$ cat config.mk
export PLATFORM = sky130hd
export DESIGN_NAME = exe_stage
export DESIGN_NICKNAME = d
export VERILOG_FILES = /design/src/rtl/exe_stage.sv
export SDC_FILE = /design/constraint.sdc
export NUM_CORES = 2
export LEC_CHECK = 0
export CAP_MARGIN = 5
export CORE_UTILIZATION = 40
export CTS_CLUSTER_DIAMETER = 100
export DETAILED_ROUTE_END_ITERATION = 7
export GPL_TIMING_DRIVEN = 0
export PLACE_DENSITY = 0.68
export SLEW_MARGIN = 25
export SYNTH_ARGS = -nofsm -noshare
export SYNTH_HDL_FRONTEND = slang
export SYNTH_SLANG_ARGS = --single-unit
export TNS_END_PERCENT = 10
$ cat constraint.sdc
create_clock -name clk -period 12.5 [get_ports clk]
set_input_delay 1.25 -clock clk [delete_from_list [all_inputs] [get_ports clk]]
set_output_delay 1.25 -clock clk [all_outputs]
set_load 0.01 [all_outputs]
$ cat src/rtl/exe_stage.sv
// exe_stage: pipeline execute stage with single-cycle ALU/multiplier, iterative divider and data RAM request generation
// Ports: clk/reset (sync, active-high); ds_to_es_valid/ds_to_es_bus/es_allowin from decode;
//        es_to_ms_valid/es_to_ms_bus/ms_allowin to memory stage; es_to_id_bus forwarding to decode;
//        data_sram_en/we/addr/wdata data RAM request.
module exe_stage #(
    parameter int DS_TO_ES_BUS_WD = 163,
    parameter int ES_TO_MS_BUS_WD = 75,
    parameter int ES_TO_ID_BUS_WD = 39
) (
    input  logic                       clk,
    input  logic                       reset,
    input  logic                       ds_to_es_valid,
    input  logic [DS_TO_ES_BUS_WD-1:0] ds_to_es_bus,
    output logic                       es_allowin,
    input  logic                       ms_allowin,
    output logic                       es_to_ms_valid,
    output logic [ES_TO_MS_BUS_WD-1:0] es_to_ms_bus,
    output logic [ES_TO_ID_BUS_WD-1:0] es_to_id_bus,
    output logic                       data_sram_en,
    output logic [3:0]                 data_sram_we,
    output logic [31:0]                data_sram_addr,
    output logic [31:0]                data_sram_wdata
);
    localparam logic [1:0] IDLE = 2'd0;
    localparam logic [1:0] BUSY = 2'd1;
    localparam logic [1:0] DONE = 2'd2;

    logic                       es_valid;
    logic [DS_TO_ES_BUS_WD-1:0] bus_r;
    logic                       es_ready_go;

    logic [18:0] alu_op;
    logic [4:0]  load_op;
    logic [2:0]  st_op;
    logic        src1_is_pc;
    logic        src2_is_imm;
    logic        gr_we;
    logic [4:0]  dest;
    logic [31:0] imm;
    logic [31:0] rj_value;
    logic [31:0] rkd_value;
    logic [31:0] pc;

    assign {alu_op, load_op, st_op, src1_is_pc, src2_is_imm, gr_we, dest, imm, rj_value, rkd_value, pc} = bus_r[162:0];

    always_ff @(posedge clk) begin
        if (reset)
            es_valid <= 1'b0;
        else if (es_allowin)
            es_valid <= ds_to_es_valid;
        if (ds_to_es_valid && es_allowin)
            bus_r <= ds_to_es_bus;
    end

    assign es_allowin     = !es_valid || (es_ready_go && ms_allowin);
    assign es_to_ms_valid = es_valid && es_ready_go;

    logic [31:0] src1;
    logic [31:0] src2;
    assign src1 = src1_is_pc ? pc : rj_value;
    assign src2 = src2_is_imm ? imm : rkd_value;

    logic [31:0] add_res;
    logic [31:0] sub_res;
    logic [31:0] sll_res;
    logic [31:0] srl_res;
    logic [31:0] sra_res;
    logic        slt_res;
    logic        sltu_res;
    assign add_res  = src1 + src2;
    assign sub_res  = src1 - src2;
    assign slt_res  = $signed(src1) < $signed(src2);
    assign sltu_res = src1 < src2;
    assign sll_res  = src1 << src2[4:0];
    assign srl_res  = src1 >> src2[4:0];
    assign sra_res  = $signed(src1) >>> src2[4:0];

    // 64-bit extension of the 33-bit operands gives the exact low 64 bits of the 33x33 signed product
    logic [63:0] mul_a;
    logic [63:0] mul_b;
    logic [63:0] prod;
    assign mul_a = {{32{alu_op[13] & src1[31]}}, src1};
    assign mul_b = {{32{alu_op[13] & src2[31]}}, src2};
    assign prod  = mul_a * mul_b;

    logic        div_op;
    logic        div_signed;
    logic        neg_a;
    logic        neg_b;
    logic [31:0] mag_a;
    logic [31:0] mag_b;
    assign div_op     = |alu_op[18:15];
    assign div_signed = alu_op[15] | alu_op[17];
    assign neg_a      = div_signed & src1[31];
    assign neg_b      = div_signed & src2[31];
    assign mag_a      = neg_a ? -src1 : src1;
    assign mag_b      = neg_b ? -src2 : src2;

    logic [1:0]  div_state;
    logic [4:0]  div_cnt;
    logic [31:0] rem;
    logic [31:0] quo;
    logic [31:0] dvs;
    logic [31:0] dividend;
    logic        neg_q;
    logic        neg_r;
    logic        by_zero;
    logic [32:0] r_sh;
    logic [32:0] diff;
    logic        step_sub;

    // restoring division: shift the next dividend bit into the partial remainder each cycle
    assign r_sh     = {rem, quo[31]};
    assign diff     = r_sh - {1'b0, dvs};
    assign step_sub = !diff[32];

    always_ff @(posedge clk) begin
        if (reset) begin
            div_state <= IDLE;
            div_cnt   <= '0;
        end else begin
            case (div_state)
                IDLE: if (es_valid && div_op) begin
                    div_state <= BUSY;
                    div_cnt   <= '0;
                    rem       <= '0;
                    quo       <= mag_a;
                    dvs       <= mag_b;
                    neg_q     <= neg_a ^ neg_b;
                    neg_r     <= neg_a;
                    by_zero   <= src2 == 32'd0;
                    dividend  <= src1;
                end
                BUSY: begin
                    div_cnt <= div_cnt + 5'd1;
                    rem     <= step_sub ? diff[31:0] : r_sh[31:0];
                    quo     <= {quo[30:0], step_sub};
                    if (div_cnt == 5'd31)
                        div_state <= DONE;
                end
                DONE: if (es_to_ms_valid && ms_allowin)
                    div_state <= IDLE;
                default: div_state <= IDLE;
            endcase
        end
    end

    logic [31:0] div_q;
    logic [31:0] div_r;
    assign div_q = by_zero ? 32'hFFFF_FFFF : neg_q ? -quo : quo;
    assign div_r = by_zero ? dividend : neg_r ? -rem : rem;

    assign es_ready_go = div_op ? div_state == DONE : 1'b1;

    logic [31:0] es_result;
    assign es_result = ({32{alu_op[0]}}  & add_res)
                     | ({32{alu_op[1]}}  & sub_res)
                     | ({32{alu_op[2]}}  & {31'b0, slt_res})
                     | ({32{alu_op[3]}}  & {31'b0, sltu_res})
                     | ({32{alu_op[4]}}  & (src1 & src2))
                     | ({32{alu_op[5]}}  & ~(src1 | src2))
                     | ({32{alu_op[6]}}  & (src1 | src2))
                     | ({32{alu_op[7]}}  & (src1 ^ src2))
                     | ({32{alu_op[8]}}  & sll_res)
                     | ({32{alu_op[9]}}  & srl_res)
                     | ({32{alu_op[10]}} & sra_res)
                     | ({32{alu_op[11]}} & src2)
                     | ({32{alu_op[12]}} & prod[31:0])
                     | ({32{alu_op[13] | alu_op[14]}} & prod[63:32])
                     | ({32{alu_op[15] | alu_op[16]}} & div_q)
                     | ({32{alu_op[17] | alu_op[18]}} & div_r);

    // gating on ms_allowin makes each memory access issue exactly once, in the cycle it leaves
    logic mem_go;
    assign mem_go          = es_valid && ms_allowin;
    assign data_sram_en    = mem_go && (|load_op || |st_op);
    assign data_sram_addr  = es_result;
    assign data_sram_we    = !mem_go   ? 4'b0000
                           : st_op[0]  ? 4'b1111
                           : st_op[2]  ? 4'b0011 << {es_result[1], 1'b0}
                           : st_op[1]  ? 4'b0001 << es_result[1:0]
                           : 4'b0000;
    assign data_sram_wdata = st_op[1] ? {4{rkd_value[7:0]}} : st_op[2] ? {2{rkd_value[15:0]}} : rkd_value;

    assign es_to_ms_bus = {load_op, gr_we, dest, es_result, pc};
    assign es_to_id_bus = {es_valid && gr_we, dest, es_result, es_ready_go && load_op == 5'd0};
endmodule
==> flow_metrics.env <==
export IMPL_number_of_antenna_violations_at_the_first_check_in_global_routing=23
export IMPL_die_width_um=398
export IMPL_postSynthNetCount=8706
export IMPL_postSynth_asyncResetShare_pct=0
export IMPL_fill_cells=14700
export IMPL_post_detailed_route_drc_marker_count=27
export IMPL_worst_r2r_endpoint="quo[30]$_DFFE_PP_"
export IMPL_critical_path_source_type="flip-flop"
export IMPL_finalWorstSetupSlack_ns=-0.0358
export IMPL_detailed_place_hpwl_um=287000
export IMPL_post_dp_cell_area_um2=70800
export IMPL_numPortBuffers=350
export IMPL_core_um2=155000
export IMPL_critical_path_peak_fanout=10
export IMPL_sequential_cell_area_um2=8990
export IMPL_floorplan_initialDensity_pct=40.5
export IMPL_grt_overflow_total=0
export IMPL_worst_setup_path_type="flip-flop to output port"
export IMPL_slew_violations=0
export IMPL_antenna_violating_nets_left=0
export IMPL_regToRegStartpoint="bus_r[135]$_DFFE_PP_"
export IMPL_dr_pass1_iters=8
export IMPL_min_delay_startpoint="div_cnt[4]$_SDFFE_PP0P_"
export IMPL_failing_checks="DRC, setup timing"
export IMPL_cts_max_level=1
export IMPL_grt_start_max_net_pins=54
export IMPL_final_area_um2=73900
export IMPL_timing_critical_path_arrival_ns=11.29
export IMPL_slew_headroom_pct=16.6
export IMPL_clock_tree_from_tritoncts="yes"
export IMPL_cts_clk_slew_worst_paths_ns=0.07
export IMPL_critical_path_required_ns=11.25
export IMPL_warnings_synthesis=0
export IMPL_multi_input_comb_area_um2=47600
export IMPL_yosysSeqAreaShare_pct=14.3
export IMPL_drv_cap=0
export IMPL_place_congestion=1.14
export IMPL_timing_hold_violations_final=0
export IMPL_maxClockFrequency_mhz=79.8
export IMPL_layout_nets=9197
export IMPL_synthFlopType="edfxtp_1"
export IMPL_first_iter_violations=7328
export IMPL_worst_hold_path_endpoint="div_cnt[4]$_SDFFE_PP0P_"
export IMPL_period_share_pct=100
export IMPL_synth_enable_flop_cells=294
export IMPL_wl_per_cell_um=36.2
export IMPL_via_per_inst=6.05
export IMPL_clk_sinks=302
export IMPL_finalWirelength_um=349000
export IMPL_r2r_slack_ns=7.39
export IMPL_synth_distinct_cells=90
export IMPL_final_period_minus_worst_setup_slack_ns=12.54
export IMPL_first_pass_grt_wire_length_um=477000
export IMPL_num_rows=144
export IMPL_postSynthCellCount=7064
export IMPL_design_portCount=352
export IMPL_drive_gt1_share_pct=10.6
export IMPL_fin_skew_ns=0.0145
export IMPL_critPathMaxStageDelay_ns=0.64
export IMPL_globalRouteTotalUtil_pct=44.0
export IMPL_whs_path_depth=2
export IMPL_via_count=58400
export IMPL_cpMostUsedCell="fa_1"
export IMPL_worstSetupEndpointType="output port"
export IMPL_unrepaired_setup_endpoints_after_global_routing="yes"
export IMPL_worstMarginPinSlew_ns=1.25
export IMPL_ys_seq_elements=302
export IMPL_synth_area_per_cell_um2=8.88
export IMPL_syn_to_final_growth_pct=17.8
export IMPL_vias_in_the_first_global_route=60000
export IMPL_timing_hold_worst_class="flip-flop to flip-flop"
export IMPL_floorplan_die_height_um=398
export IMPL_synth_area_um2=62800
export IMPL_clockRootBuffer="clkbuf_16"
export IMPL_clkLatencyLatePin_ns=0.67
export IMPL_die_area_um2=158000
export IMPL_outcome="finished with violations"
export IMPL_worst_setup_slack_before_clock_tree_synthesis_ns=-3.52
export IMPL_setup_viol_count_final=6
export IMPL_number_of_buffers_inserted_during_clock_tree_synthesis=31
export IMPL_cts_hold_buffers=0
export IMPL_utilization_after_layout_pct=47.7
export IMPL_critPathSlowestCell="buf_2"
export IMPL_worst_r2r_path_depth=16
export IMPL_max_clock_path_buffers=3
-- state kept, by name, indices dropped and copies added (netlist names) --
register   flops
rem           32
dvs           32
es_valid       1
div_state      2
by_zero        1
bus_r        163
neg_q          1
quo           32
neg_r          1
dividend      32
div_cnt        5
-- synth_stat cells, types with 33 or more instances --
| cell | instances | area share (%) |
|---|---|---|
| o31ai_1 | 36 | 0.43 |
| a21o_1 | 49 | 0.59 |
| xor2_1 | 63 | 0.88 |
| nand2_1 | 874 | 5.2 |
| buf_1 | 83 | 0.50 |
| clkbuf_1 | 301 | 1.8 |
| buf_4 | 120 | 1.4 |
| xnor2_1 | 190 | 2.7 |
| inv_1 | 1288 | 7.7 |
| o21ai_0 | 239 | 1.9 |
| mux2_2 | 33 | 0.59 |
| a21oi_1 | 279 | 2.2 |
| ha_1 | 347 | 6.9 |
| nand4_1 | 33 | 0.33 |
| mux2i_1 | 225 | 3.6 |
| nor2_1 | 727 | 4.3 |
| edfxtp_1 | 294 | 14 |
| fa_1 | 1128 | 36 |
| a221oi_1 | 37 | 0.52 |
| nand3_1 | 57 | 0.45 |
| nor3_1 | 47 | 0.37 |
| a22oi_1 | 34 | 0.41 |
-- worst max-delay path, delay by kind of cell (launching register included) --
| family | cells | cell delay [ns] |
|---|---|---|
| buf+inv | 10 | 2.77 |
| simple gates | 2 | 0.27 |
| compound gates | 8 | 2.22 |
| fa+ha+maj | 9 | 4.51 |
| mux | 1 | 0.46 |
| flops | 1 | 0.33 |
-- layout by cell type, fill, tap and decap left out, drive strengths merged, types with 22 or more instances in the layout --
master         count
edfxtp           294
o21ai            252
nor4              27
ha               347
o21bai            28
o2111ai           26
o21a              31
buf              368
or4               22
nor2b             26
xor2              64
nor2             727
a21oi            279
a22oi             34
nand3             57
fa              1128
o22ai             22
a211oi            31
mux2i            229
xnor2            190
a21o              49
a221oi            38
nand4             33
nand2b            23
o31ai             36
clkdlybuf4s50    350
o211ai            28
a31oi             29
clkinv            25
mux2              33
inv             1290
nor3              47
nand2            875
clkbuf           295
-- timing repair --
item                                    in CTS  in global routing
buffers inserted                            54                 24
endpoints found under the setup margin     100                 96
pin swaps                                    9                 14
gates resized for setup                    335                189
cloned                                       0                  0
-- kinds of logic (layout without fill, tap and decap cells) --
logic type,count (synthesis),after routing,share of synthesized area (%)
DFF,302,302,14.3
xor gates and xnor gates,254,254,3.56
buffers and inverters,1842,2355,11.8
adders and majority gates,1475,1475,42.9
and+or+nand+nor,1926,1926,12.8
AOI/OAI and AO/OA,1000,1000,10.2
muxes,265,265,4.39
other,0,19,0
-- worst max-delay path by stage --
stage	slack [ns]	from	end
floorplan	1.34	bus_r[134]$_DFFE_PP_	es_to_id_bus[18]
global placement	-5.06	bus_r[135]$_DFFE_PP_	es_to_id_bus[18]
detailed placement	-3.52	bus_r[134]$_DFFE_PP_	es_to_ms_bus[43]
CTS	-0.02	bus_r[135]$_DFFE_PP_	es_to_ms_bus[60]
global route	-0.03	bus_r[134]$_DFFE_PP_	es_to_id_bus[16]
finish	-0.04	bus_r[134]$_DFFE_PP_	es_to_id_bus[16]
-- layout make-up --
class / count / area share (%)
diodes: 19 / 0.0643
plain buffers: 482 / 4.03
clock buffers: 37 / 1.08
clock inverters: 18 / 0.235
inverters: 1318 / 6.87
multi-input cells: 4920 / 64.3
flip-flops and latches: 302 / 12.2
well taps: 2044 / 3.46
repair buffers: 500 / 7.76
-- routing by layer --
metal | global-route usage, % | vias to the layer above | share of wire (%)
met5 | 0 | - | 0.039
met4 | 36.3 | 16 | 11
met3 | 16.4 | 1336 | 13
met2 | 65.1 | 4403 | 42
met1 | 50.8 | 29400 | 34
li1 | - | 23200 | -
-- per-stage QoR --
step,hold WS [ns],TNS (ns),std cells
floorplan,0.472,0,7064
global placement,0.486,-448.87,9458
detailed placement,0.521,-310.86,9530
CTS,0.545,-0.0825,9610
global route,0.549,-0.0992,9622
finish,0.544,-0.128,9640
Power is not shown: default switching activity piles up to over one toggle a cycle in this logic, so the estimate is an artifact.
